<file path="src/rtl/spi_responder_if.sv">
// ---------------------------------------------------------------------------
// spi_responder_if
//   Groups the SPI link pins and the local register-write notification
//   signals of spi_responder.
//   master : the SPI initiator side (drives CS_n/MOSI, observes the rest)
//   slave  : the responder itself
//
//   CS_n         chip select, active low
//   MOSI         serial data from initiator
//   MISO         serial read data to initiator (driven 0 outside read window)
//   reg_wr_en    1-cycle pulse on committed write
//   reg_wr_addr  committed write address (held until next commit)
//   reg_wr_data  committed write data (held until next commit)
//   rd_done      1-cycle pulse after the last read bit was driven
//   frame_abort  1-cycle pulse when CS_n rises mid-frame
// ---------------------------------------------------------------------------
interface spi_responder_if #(
  parameter int ADDR_WIDTH = 8,
  parameter int DATA_WIDTH = 8
);
  logic                  CS_n;
  logic                  MOSI;
  logic                  MISO;
  logic                  reg_wr_en;
  logic [ADDR_WIDTH-1:0] reg_wr_addr;
  logic [DATA_WIDTH-1:0] reg_wr_data;
  logic                  rd_done;
  logic                  frame_abort;

  modport master (
    output CS_n, MOSI,
    input  MISO, reg_wr_en, reg_wr_addr, reg_wr_data, rd_done, frame_abort
  );

  modport slave (
    input  CS_n, MOSI,
    output MISO, reg_wr_en, reg_wr_addr, reg_wr_data, rd_done, frame_abort
  );
endinterface

</file>
<file path="src/rtl/spi_responder.sv">
// ---------------------------------------------------------------------------
// spi_responder
//   SPI target sharing SCLK with the initiator. Frames are
//   {LEAD_BITS discarded, Wr, addr MSB-first, data MSB-first (writes only)},
//   all sampled on posedge SCLK while CS_n is low. Writes commit into a
//   local register file; reads return the addressed register on MISO,
//   LSB-first, starting during the addr[0] sample.
//
//   SCLK    clock, all sampling on posedge
//   resetn  asynchronous active-low reset
//   bus     spi_responder_if.slave (CS_n, MOSI, MISO, reg_wr_*, rd_done,
//           frame_abort)
//
//   Assumes LEAD_BITS >= 1 and that a full frame fits in the 5-bit index.
// ---------------------------------------------------------------------------
module spi_responder #(
  parameter int ADDR_WIDTH = 8,
  parameter int DATA_WIDTH = 8,
  parameter int NUM_REGS   = 16,
  parameter int LEAD_BITS  = 2
) (
  input  logic              SCLK,
  input  logic              resetn,
  spi_responder_if.slave    bus
);

  localparam int IDX_W  = 5;
  localparam int REG_AW = (NUM_REGS > 1) ? $clog2(NUM_REGS) : 1;

  // Sample index of the last bit of each frame field.
  localparam logic [IDX_W-1:0] LEAD_LAST  = IDX_W'(LEAD_BITS - 1);
  localparam logic [IDX_W-1:0] ADDR_LAST  = IDX_W'(LEAD_BITS + ADDR_WIDTH);
  localparam logic [IDX_W-1:0] WDATA_LAST = IDX_W'(LEAD_BITS + ADDR_WIDTH + DATA_WIDTH);
  localparam logic [IDX_W-1:0] RDATA_LAST = IDX_W'(LEAD_BITS + ADDR_WIDTH + DATA_WIDTH - 1);
  localparam logic [ADDR_WIDTH:0] NUM_REGS_A = (ADDR_WIDTH + 1)'(NUM_REGS);

  typedef enum logic [2:0] {IDLE, LEAD, CMD, ADDR, DATA_W, DATA_R, DONE} state_e;

  state_e                 state, state_nxt;
  logic [IDX_W-1:0]       idx;
  logic                   wr_flag;
  logic [ADDR_WIDTH-1:0]  addr_sh;
  logic [DATA_WIDTH-2:0]  d_sh;      // MSB is never needed: it shifts out at commit
  logic [DATA_WIDTH-1:0]  rd_sh;
  logic [DATA_WIDTH-1:0]  regs [NUM_REGS];

  logic [ADDR_WIDTH-1:0]  full_addr; // address including the bit on MOSI now
  logic [DATA_WIDTH-1:0]  wdata;     // write data including the bit on MOSI now
  logic [DATA_WIDTH-1:0]  rdata;
  logic                   rd_mapped, wr_mapped;
  logic                   frame_active, abort, commit, rd_load, rd_last, miso;

  assign full_addr = {addr_sh[ADDR_WIDTH-2:0], bus.MOSI};
  assign wdata     = {d_sh, bus.MOSI};
  assign rd_mapped = {1'b0, full_addr} < NUM_REGS_A;
  assign wr_mapped = {1'b0, addr_sh}   < NUM_REGS_A;
  assign rdata     = rd_mapped ? regs[full_addr[REG_AW-1:0]] : '0;

  // ---------------------------------------------------------------- state
  // NOTE: sequential state is updated with non-blocking assignments so every
  // flop samples the pre-edge values, independent of block ordering.
  always_ff @(posedge SCLK or negedge resetn) begin
    if (!resetn) state <= IDLE;
    else         state <= state_nxt;
  end

  // ----------------------------------------------------------- next state
  // NOTE: the default assignment up front keeps this purely combinational;
  // leaving any path unassigned would infer a latch.
  always_comb begin
    state_nxt = state;
    if (bus.CS_n) begin
      state_nxt = IDLE;
    end else begin
      unique case (state)
        IDLE:    state_nxt = (LEAD_BITS > 1) ? LEAD : CMD;
        LEAD:    if (idx == LEAD_LAST)  state_nxt = CMD;
        CMD:     state_nxt = ADDR;
        ADDR:    if (idx == ADDR_LAST)  state_nxt = wr_flag ? DATA_W : DATA_R;
        DATA_W:  if (idx == WDATA_LAST) state_nxt = DONE;
        DATA_R:  if (idx == RDATA_LAST) state_nxt = DONE;
        DONE:    state_nxt = DONE;      // MOSI ignored until CS_n returns high
        default: state_nxt = IDLE;
      endcase
    end
  end

  // -------------------------------------------------------------- outputs
  always_comb begin
    frame_active = (state inside {LEAD, CMD, ADDR, DATA_W, DATA_R});
    abort        = bus.CS_n && frame_active;
    commit       = !bus.CS_n && (state == DATA_W) && (idx == WDATA_LAST);
    rd_load      = !bus.CS_n && (state == ADDR) && (idx == ADDR_LAST) && !wr_flag;
    rd_last      = !bus.CS_n && (state == DATA_R) && (idx == RDATA_LAST);
    miso         = 1'b0;
    // First read bit overlaps the addr[0] sample, so it bypasses rd_sh.
    if ((state == ADDR) && (idx == ADDR_LAST) && !wr_flag) miso = rdata[0];
    else if (state == DATA_R)                              miso = rd_sh[0];
  end

  assign bus.MISO = miso;

  // ------------------------------------------------------------- datapath
  always_ff @(posedge SCLK or negedge resetn) begin
    if (!resetn) begin
      idx     <= '0;
      wr_flag <= 1'b0;
      addr_sh <= '0;
      d_sh    <= '0;
      rd_sh   <= '0;
    end else begin
      idx <= bus.CS_n ? '0 : idx + 1'b1;
      if (!bus.CS_n) begin
        if (state == CMD)    wr_flag <= bus.MOSI;
        if (state == ADDR)   addr_sh <= full_addr;
        if (state == DATA_W) d_sh    <= wdata[DATA_WIDTH-2:0];
      end
      if (rd_load)                             rd_sh <= rdata >> 1;
      else if ((state == DATA_R) && !bus.CS_n) rd_sh <= rd_sh >> 1;
    end
  end

  // NOTE: the register file is cleared by reset because software relies on
  // reading zeros after resetn; a memory without reset would power up random.
  always_ff @(posedge SCLK or negedge resetn) begin
    if (!resetn) begin
      for (int i = 0; i < NUM_REGS; i++) regs[i] <= '0;
    end else if (commit && wr_mapped) begin
      regs[addr_sh[REG_AW-1:0]] <= wdata;
    end
  end

  // Unmapped writes still report the commit so the initiator side can log it.
  always_ff @(posedge SCLK or negedge resetn) begin
    if (!resetn) begin
      bus.reg_wr_en   <= 1'b0;
      bus.reg_wr_addr <= '0;
      bus.reg_wr_data <= '0;
      bus.rd_done     <= 1'b0;
      bus.frame_abort <= 1'b0;
    end else begin
      bus.reg_wr_en   <= commit;
      bus.rd_done     <= rd_last;
      bus.frame_abort <= abort;
      if (commit) begin
        bus.reg_wr_addr <= addr_sh;
        bus.reg_wr_data <= wdata;
      end
    end
  end

endmodule
</file>
<file path="src/flat_wrapper.sv">
// flat-port wrapper written by rule: the top's interface ports become plain ports
module spi_responder_flat 
#(
  parameter int ADDR_WIDTH = 8,
  parameter int DATA_WIDTH = 8,
  parameter int NUM_REGS   = 16,
  parameter int LEAD_BITS  = 2
)
  (SCLK, resetn, bus_CS_n, bus_MOSI, bus_MISO, bus_reg_wr_en, bus_reg_wr_addr, bus_reg_wr_data, bus_rd_done, bus_frame_abort);
  spi_responder_if #(.ADDR_WIDTH(ADDR_WIDTH), .DATA_WIDTH(DATA_WIDTH)) bus_i ();
  input  logic SCLK;
  input  logic resetn;
  input wire logic [$bits(bus_i.CS_n)-1:0] bus_CS_n;
  input wire logic [$bits(bus_i.MOSI)-1:0] bus_MOSI;
  output wire logic [$bits(bus_i.MISO)-1:0] bus_MISO;
  output wire logic [$bits(bus_i.reg_wr_en)-1:0] bus_reg_wr_en;
  output wire logic [$bits(bus_i.reg_wr_addr)-1:0] bus_reg_wr_addr;
  output wire logic [$bits(bus_i.reg_wr_data)-1:0] bus_reg_wr_data;
  output wire logic [$bits(bus_i.rd_done)-1:0] bus_rd_done;
  output wire logic [$bits(bus_i.frame_abort)-1:0] bus_frame_abort;
  assign bus_i.CS_n = bus_CS_n;
  assign bus_i.MOSI = bus_MOSI;
  assign bus_MISO = bus_i.MISO;
  assign bus_reg_wr_en = bus_i.reg_wr_en;
  assign bus_reg_wr_addr = bus_i.reg_wr_addr;
  assign bus_reg_wr_data = bus_i.reg_wr_data;
  assign bus_rd_done = bus_i.rd_done;
  assign bus_frame_abort = bus_i.frame_abort;
  spi_responder #(.ADDR_WIDTH(ADDR_WIDTH), .DATA_WIDTH(DATA_WIDTH), .NUM_REGS(NUM_REGS), .LEAD_BITS(LEAD_BITS)) u_core (.SCLK(SCLK), .resetn(resetn), .bus(bus_i));
endmodule
</file>
<file path="config.mk">
export PLATFORM = sky130hd
export DESIGN_NAME = spi_responder_flat
export DESIGN_NICKNAME = d
export VERILOG_FILES = /design/src/rtl/spi_responder_if.sv /design/src/rtl/spi_responder.sv /design/src/flat_wrapper.sv
export SDC_FILE = /design/constraint.sdc
export NUM_CORES = 1
export LEC_CHECK = 0
export CAP_MARGIN = 20
export CORE_MARGIN = 1
export CORE_UTILIZATION = 55
export CTS_CLUSTER_DIAMETER = 100
export CTS_CLUSTER_SIZE = 24
export DETAILED_ROUTE_END_ITERATION = 8
export HOLD_SLACK_MARGIN = 0.15
export PLACE_DENSITY_LB_ADDON = 0.2
export SKIP_CTS_REPAIR_TIMING = 1
export SYNTH_ARGS = -nofsm -noshare
export SYNTH_HDL_FRONTEND = slang
export SYNTH_SLANG_ARGS = --single-unit
</file>
<file path="constraint.sdc">
create_clock -name SCLK -period 3.25 [get_ports SCLK]
set_input_delay 0.65 -clock SCLK [delete_from_list [all_inputs] [get_ports SCLK]]
set_output_delay 0.65 -clock SCLK [all_outputs]
set_load 0.05 [all_outputs]
</file>
==> metrics.txt, run 1 <==
worst slew pin tran=0.825 ns; Final Hold Vio Count=0; grt met1 use=0.341; # diodes=0; via count of the first global-routing pass=5045; Post-Syn Area=0.00822 mm²; busiest layer in global routing=met2; r2r setup slk=0.83 ns; syn avg cell area=14.3 µm²; clock root buffer=clkbuf_16; I/O pins=24; Layout Nets=605; worst-path maximum fanout=8; H-tree depth=4; post-layout instance count excluding filler cells=795; Row Count=44; Max Fclk=338 MHz; Crit Path Category=reg -> out; register area share after synthesis=0.542; reg2reg path depth=6; sequential power share=0.458; Max-Cap Viols=0; Ys Warns=0; setup tns final=0 ns; drt drc=0; Routed WL=17.0 mm; Syn Inst Count=576; status=completed; NetSw=1.31 mW; #FFs+latches synth=178; EDFF count, synth=0; Post-DP HPWL=11.1 mm; Layout fillers=1075; Fin Clk Skew=0.00822 ns; Setup crit end kind=output port; detailed-route wire length per cell=21.4 µm; PortBufs=23; Die Wd=124 µm; Clock Power Share=0.440; M2 GR Usage=0.366; CTS max path bufs=2; RSZ-0062 raised after global routing=no; HP Class=in -> async; RR Startpoint=u_core.idx[0]; final worst path period need=2.96 ns; later-pin clock latency in the skew report=0.43 ns; Critical Path AT=2.31 ns; Cells after DPL=763; first-pass GRT wire length=28.4 mm; fin crit share=0.911; Area Growth Syn to Fin=13.7%; startpoint class of the critical path=register; total track usage=0.242; VDD IR max=0.368 mV; M3 GR Usage=0.0534; Switching Fraction=0.251; Num CTS Buffers=17; Overflow after GRT=0; footprint of the multi-input gates=0.00352 mm²; Worst EP required=2.60 ns; Internal=3.90 mW; Die ar.=0.0154 mm²; Synthesized Nets=583; headroom to the max-slew limit=0.445; Initial Util=0.565; CTS tree=yes; Detailed Routing Iterations Pass 1=4; FFs w/ async S/R, synth=1.00; CTS clk-pin slew, worst paths=0.07 ns; DIE HEIGHT=124 µm; Vias=4838; clock sinks=178; Core Region=0.0145 mm²; DR iter-0 viols=247; Pleak=4.41 nW; register area=0.00445 mm²; PD cells=558 mW/mm²; commonest register cell after synthesis=dfrtp_1; initial antenna violation count=0; Power, Total=5.21 mW; combinational share of power=0.102; final setup violation count=0; max-slew violations=0; Yosys cell types=49; final core occ=0.642; Detail Route Antenna Nets=0; routability cong.=0.836; RR Endpoint=u_core.regs[96]; largest net degree at the start of global routing=68; layout cells sized above 1=0.435; Avg Vias per Cell=6.09
==> per-layer routing <==
metal  share of wire  wire length [µm]  vias to the layer above
li1                -                 -                     2158
met1            0.46              7900                     2559
met2            0.48              8170                      103
met3           0.040               682                       18
met4           0.016               278                        0
met5               0                 0                        -
==> cells by family after synthesis <==
kind of cell | after synthesis | synth area share
compound gates | 47 | 0.0391
xor+xnor | 3 | 0.00320
fa+ha+maj | 3 | 0.00457
buf+inv | 51 | 0.0288
flops | 178 | 0.542
mux | 198 | 0.311
simple gates | 96 | 0.0711
==> power by group through the flow <==
| stage | Sequential, mW | Combinational (mW) | Clock, mW |
|---|---|---|---|
| after detailed placement | 2.43 | 0.529 | 0 |
| after floorplan | 2.34 | 0.414 | 0 |
| after global routing | 2.40 | 0.574 | 2.43 |
| after CTS | 2.39 | 0.531 | 2.33 |
| final | 2.39 | 0.530 | 2.29 |
| after global placement | 2.42 | 0.525 | 0 |
==> critical path, stage by stage (launching register included) <==
cell	delay, ns
dfrtp_1	0.59
mux4_2	0.56
mux2i_1	0.19
mux2i_1	0.10
a32o_1	0.24
buf_4	0.19
==> worst max-delay path by stage <==
| stage | from | to | cells after the start |
|---|---|---|---|
| 6_report | u_core.addr_sh[0] | bus_MISO | 5 |
| 5_1_grt | u_core.addr_sh[0] | bus_MISO | 5 |
| 4_1_cts | u_core.addr_sh[0] | bus_MISO | 5 |
| 3_5_place_dp | bus_CS_n | u_core.rd_sh[3] | 6 |
| 3_3_place_gp | bus_CS_n | u_core.rd_sh[3] | 6 |
| 2_1_floorplan | bus_MOSI | bus_MISO | 6 |
==> cell usage after synthesis (3+ instances only) <==
library cell,number,share of area
a21oi_1,9,0.0055
buf_1,9,0.0041
buf_2,9,0.0055
buf_6,4,0.0055
clkbuf_1,22,0.010
dfrtp_1,178,0.54
ha_1,3,0.0046
inv_1,6,0.0027
mux2_2,154,0.21
mux2_4,3,0.0055
mux2i_1,10,0.012
mux4_2,29,0.080
nand2_1,29,0.013
nand3_1,6,0.0037
nand3b_1,6,0.0055
nand4bb_1,3,0.0041
nor2_1,11,0.0050
nor2_2,12,0.0091
nor2b_1,4,0.0030
nor3_1,3,0.0018
o21ai_0,14,0.0085
o22ai_1,3,0.0023
o2bb2ai_1,4,0.0043
o32a_1,4,0.0049
o32ai_1,6,0.0064
or3_1,5,0.0038
==> flip-flops by register name (all words and copies together), names as in the netlist <==
signal,cells
u_core.bus.rd_done,1
u_core.bus.frame_abort,1
u_core.regs,128
u_core.wr_flag,1
u_core.state,3
u_core.d_sh,7
u_core.bus.reg_wr_data,8
u_core.bus.reg_wr_addr,8
u_core.addr_sh,8
u_core.idx,5
u_core.rd_sh,7
u_core.bus.reg_wr_en,1
==> final cells by class <==
class | count | area share
tap | 184 | 0.0247
clock buffer | 21 | 0.0504
clock inverter | 11 | 0.0213
multi-input combinational | 347 | 0.377
timing repair buffer | 48 | 0.0468
sequential | 178 | 0.477
inverter | 6 | 0.00241
==> cells in the final DEF, fill, tap and decap left out, types with 2 or more instances in the layout <==
cell             Yosys  final
a21oi_1              9      9
and2_1               2      2
buf_12               0      2
buf_4                1     24
bufinv_16            0      5
clkbuf_16            0     17
clkbuf_8             0      3
clkdlybuf4s50_1      0     20
clkinvlp_4           0      3
dfrtp_1            178    178
ha_1                 3      3
inv_1                6      6
inv_6                0      2
mux2_1               2      2
mux2_2             154    154
mux2_4               3      3
mux2i_1             10     10
mux4_2              29     29
nand2_1             29     29
nand2b_1             2      2
nand3_1              6      6
nand3b_1             6      6
nand4b_1             2      2
nand4bb_1            3      3
nor2_1              11     11
nor2_2              12     12
nor2b_1              4      4
nor3_1               3      3
nor4_4               2      2
o21ai_0             14     14
o22ai_1              3      3
o2bb2ai_1            4      4
o31ai_1              2      2
o32a_1               4      4
o32ai_1              6      6
or3_1                5      5
xnor2_1              2      2
==> through the flow <==
stage	setup WS, ns	hold slack (ns)	area (µm²)
after floorplan	0.319	0.354	8220
after global placement	0.302	0.461	8670
after detailed placement	0.234	0.478	8670
after CTS	0.234	0.192	9340
after global routing	0.190	0.216	9340
final	0.288	0.180	9340
(Power assumes the default switching activity.)
==> run 2, diff against run 1 <==
--- a/config.mk
+++ b/config.mk
@@ -11,9 +11,11 @@
 export CTS_CLUSTER_DIAMETER = 100
 export CTS_CLUSTER_SIZE = 24
 export DETAILED_ROUTE_END_ITERATION = 8
+export DONT_BUFFER_PORTS = 1
 export HOLD_SLACK_MARGIN = 0.15
 export PLACE_DENSITY_LB_ADDON = 0.2
 export SKIP_CTS_REPAIR_TIMING = 1
+export SKIP_LAST_GASP = 1
 export SYNTH_ARGS = -nofsm -noshare
 export SYNTH_HDL_FRONTEND = slang
 export SYNTH_SLANG_ARGS = --single-unit
==> run 2 against run 1 <==
Net effect:
- the flow now finishes with violations (hold timing)
- power down 6.7%
- die area unchanged
- non-clock buffer count down 42
- utilization down 3.2 points
- fmax down 4.8%
- combinational power down 22%
- cell count down 5.3%
- global-route usage down 1.7 points
- flip-flop and latch count unchanged
- clock power down 10%
- routed wire length down 5.4%
- setup slack worse by 0.15 ns
- critical path type unchanged
==> metrics.txt, run 2 (synthesis gave the netlist of run 1 again) <==
status=complete, but fails checks; failing checks=hold timing; Max Fclk=321 MHz; M3 GR Usage=0.0466; detailed-route wire length per cell=21.4 µm; Core Region=0.0145 mm²; DIE HEIGHT=124 µm; HP Class=in -> async; # diodes=0; PortBufs=0; RR Endpoint=u_core.regs[18]; total track usage=0.225; RR Startpoint=u_core.idx[0]; final setup violation count=0; Pleak=4.18 nW; Num CTS Buffers=17; largest net degree at the start of global routing=179; Internal=3.60 mW; headroom to the max-slew limit=0.372; Overflow after GRT=0; VDD IR max=0.402 mV; startpoint class of the critical path=register; fin crit share=0.957; worst slew pin tran=0.933 ns; DR iter-0 viols=313; final core occ=0.610; initial antenna violation count=0; number of flip-flops in the largest register=128; Layout fillers=1074; first-pass GRT wire length=26.4 mm; final worst setup slack=0.138 ns; Setup WS pre-CTS=0.628 ns; Crit Path Category=reg -> out; Post-DP HPWL=9.89 mm; Critical Path AT=2.46 ns; RSZ-0062 raised after global routing=no; Switching Fraction=0.259; Clock Power Share=0.421; H-tree depth=4; Initial Util=0.565; clock sinks=178; reg2reg path depth=6; sequential power share=0.494; crit path cell chain=mux4_2 > mux2i_1 > mux2i_1 > a32o_1; register area=0.00445 mm²; PD cells=548 mW/mm²; Area Growth Syn to Fin=7.97%; setup tns final=0 ns; clock root buffer=clkbuf_16; M2 GR Usage=0.342; Avg Vias per Cell=6.15; busiest layer in global routing=met2; Worst EP required=2.60 ns; Hold WS=-0.0904 ns; combinational share of power=0.085; Critical Path Max Stage Delay=0.79 ns; grt met1 use=0.318; Row Count=44; r2r setup slk=0.83 ns; NetSw=1.26 mW; CTS clk-pin slew, worst paths=0.07 ns; Die ar.=0.0154 mm²; Vias=4629; Die Wd=124 µm; Biggest register=u_core.regs; Max-Cap Viols=0; most frequent cells in the layout=dfrtp_1, mux2_2, nand2_1, mux4_2, clkbuf_16; footprint of the multi-input gates=0.00352 mm²; commonest non-fill, non-tap cell in the layout=dfrtp_1; most frequent CP cell=mux2i_1; later-pin clock latency in the skew report=0.44 ns; Detail Route Antenna Nets=0; Routed WL=16.1 mm; Layout Nets=563; Detailed Routing Iterations Pass 1=4; Slowest cell on crit path=dfrtp_1; Fin Clk Skew=0.0102 ns; final worst path period need=3.11 ns; Final Hold Vio Count=178; CTS max path bufs=2; worst-path maximum fanout=19; via count of the first global-routing pass=4663; Setup crit end kind=output port; routability cong.=0.803; drt drc=0; layout cells sized above 1=0.431; max-slew violations=0; I/O pins=24; CTS tree=yes
[run 2: cell types whose count changed in the layout (fill, tap and decap cells not counted), moves of 2 or more]
cell             previous run  this run
buf_12                      2         0
inv_6                       2         4
bufinv_16                   5         2
clkinv_4                    1         3
clkinv_2                    0         2
clkbuf_8                    3         1
buf_4                      24         6
clkdlybuf4s50_1            20         0
[run 2: how the worst max path moves through the flow]
stage | start | end | slack (ns) | depth (start not counted)
final | u_core.addr_sh[0] | bus_MISO | 0.14 | 4
after global routing | u_core.addr_sh[3] | bus_MISO | 0.007 | 3
after CTS | u_core.addr_sh[0] | bus_MISO | 0.15 | 4
after detailed placement | u_core.addr_sh[0] | bus_MISO | 0.63 | 4
after global placement | u_core.addr_sh[3] | bus_MISO | 0.68 | 3
after floorplan | bus_MOSI | bus_MISO | 0.32 | 6
[run 2: final cells by class]
cell class,count,area share
Clock inverter,14,0.0174
Tap cell,184,0.0260
Sequential cell,178,0.502
Clock buffer,18,0.0495
Multi-Input combinational cell,347,0.397
Timing Repair Buffer,6,0.00508
Inverter,6,0.00254
[run 2: through the flow]
stage / area (µm²) / hold slack (ns) / std cells / power (mW)
2_1_floorplan: 8220 / 0.354 / 576 / 2.76
3_3_place_gp: 8280 / 0.358 / 721 / 2.84
3_5_place_dp: 8280 / 0.358 / 721 / 2.85
4_1_cts: 8870 / -0.107 / 753 / 4.89
5_1_grt: 8870 / -0.116 / 753 / 5.03
6_report: 8870 / -0.0904 / 753 / 4.86
[run 2: worst max-delay path, delay by kind of cell, from the launching register on]
| kind | cells | cell delay [ns] |
|---|---|---|
| mux | 3 | 0.81 |
| flops | 1 | 0.79 |
| compound gates | 1 | 0.43 |
[run 2: per-layer routing]
layer  routed length (µm)  share of wire
met5                    0              0
met4                  218          0.014
met3                  668          0.041
met2                 7880           0.49
met1                 7350           0.46
[run 2: power groups by stage]
stage | clock network (mW) | registers, mW | logic, mW
after global placement | 0 | 2.43 | 0.407
after CTS | 2.08 | 2.40 | 0.413
after detailed placement | 0 | 2.44 | 0.410
after global routing | 2.17 | 2.42 | 0.447
final | 2.05 | 2.40 | 0.412
after floorplan | 0 | 2.34 | 0.414
==> run 3, diff against run 2 <==
--- a/config.mk
+++ b/config.mk
@@ -5,6 +5,7 @@
 export SDC_FILE = /design/constraint.sdc
 export NUM_CORES = 1
 export LEC_CHECK = 0
+export ABC_CLOCK_PERIOD_IN_PS = 3250
 export CAP_MARGIN = 20
 export CORE_MARGIN = 1
 export CORE_UTILIZATION = 55
==> results of run 3 <==
The final DEF is identical to that of run 2; final timing and power are the same.
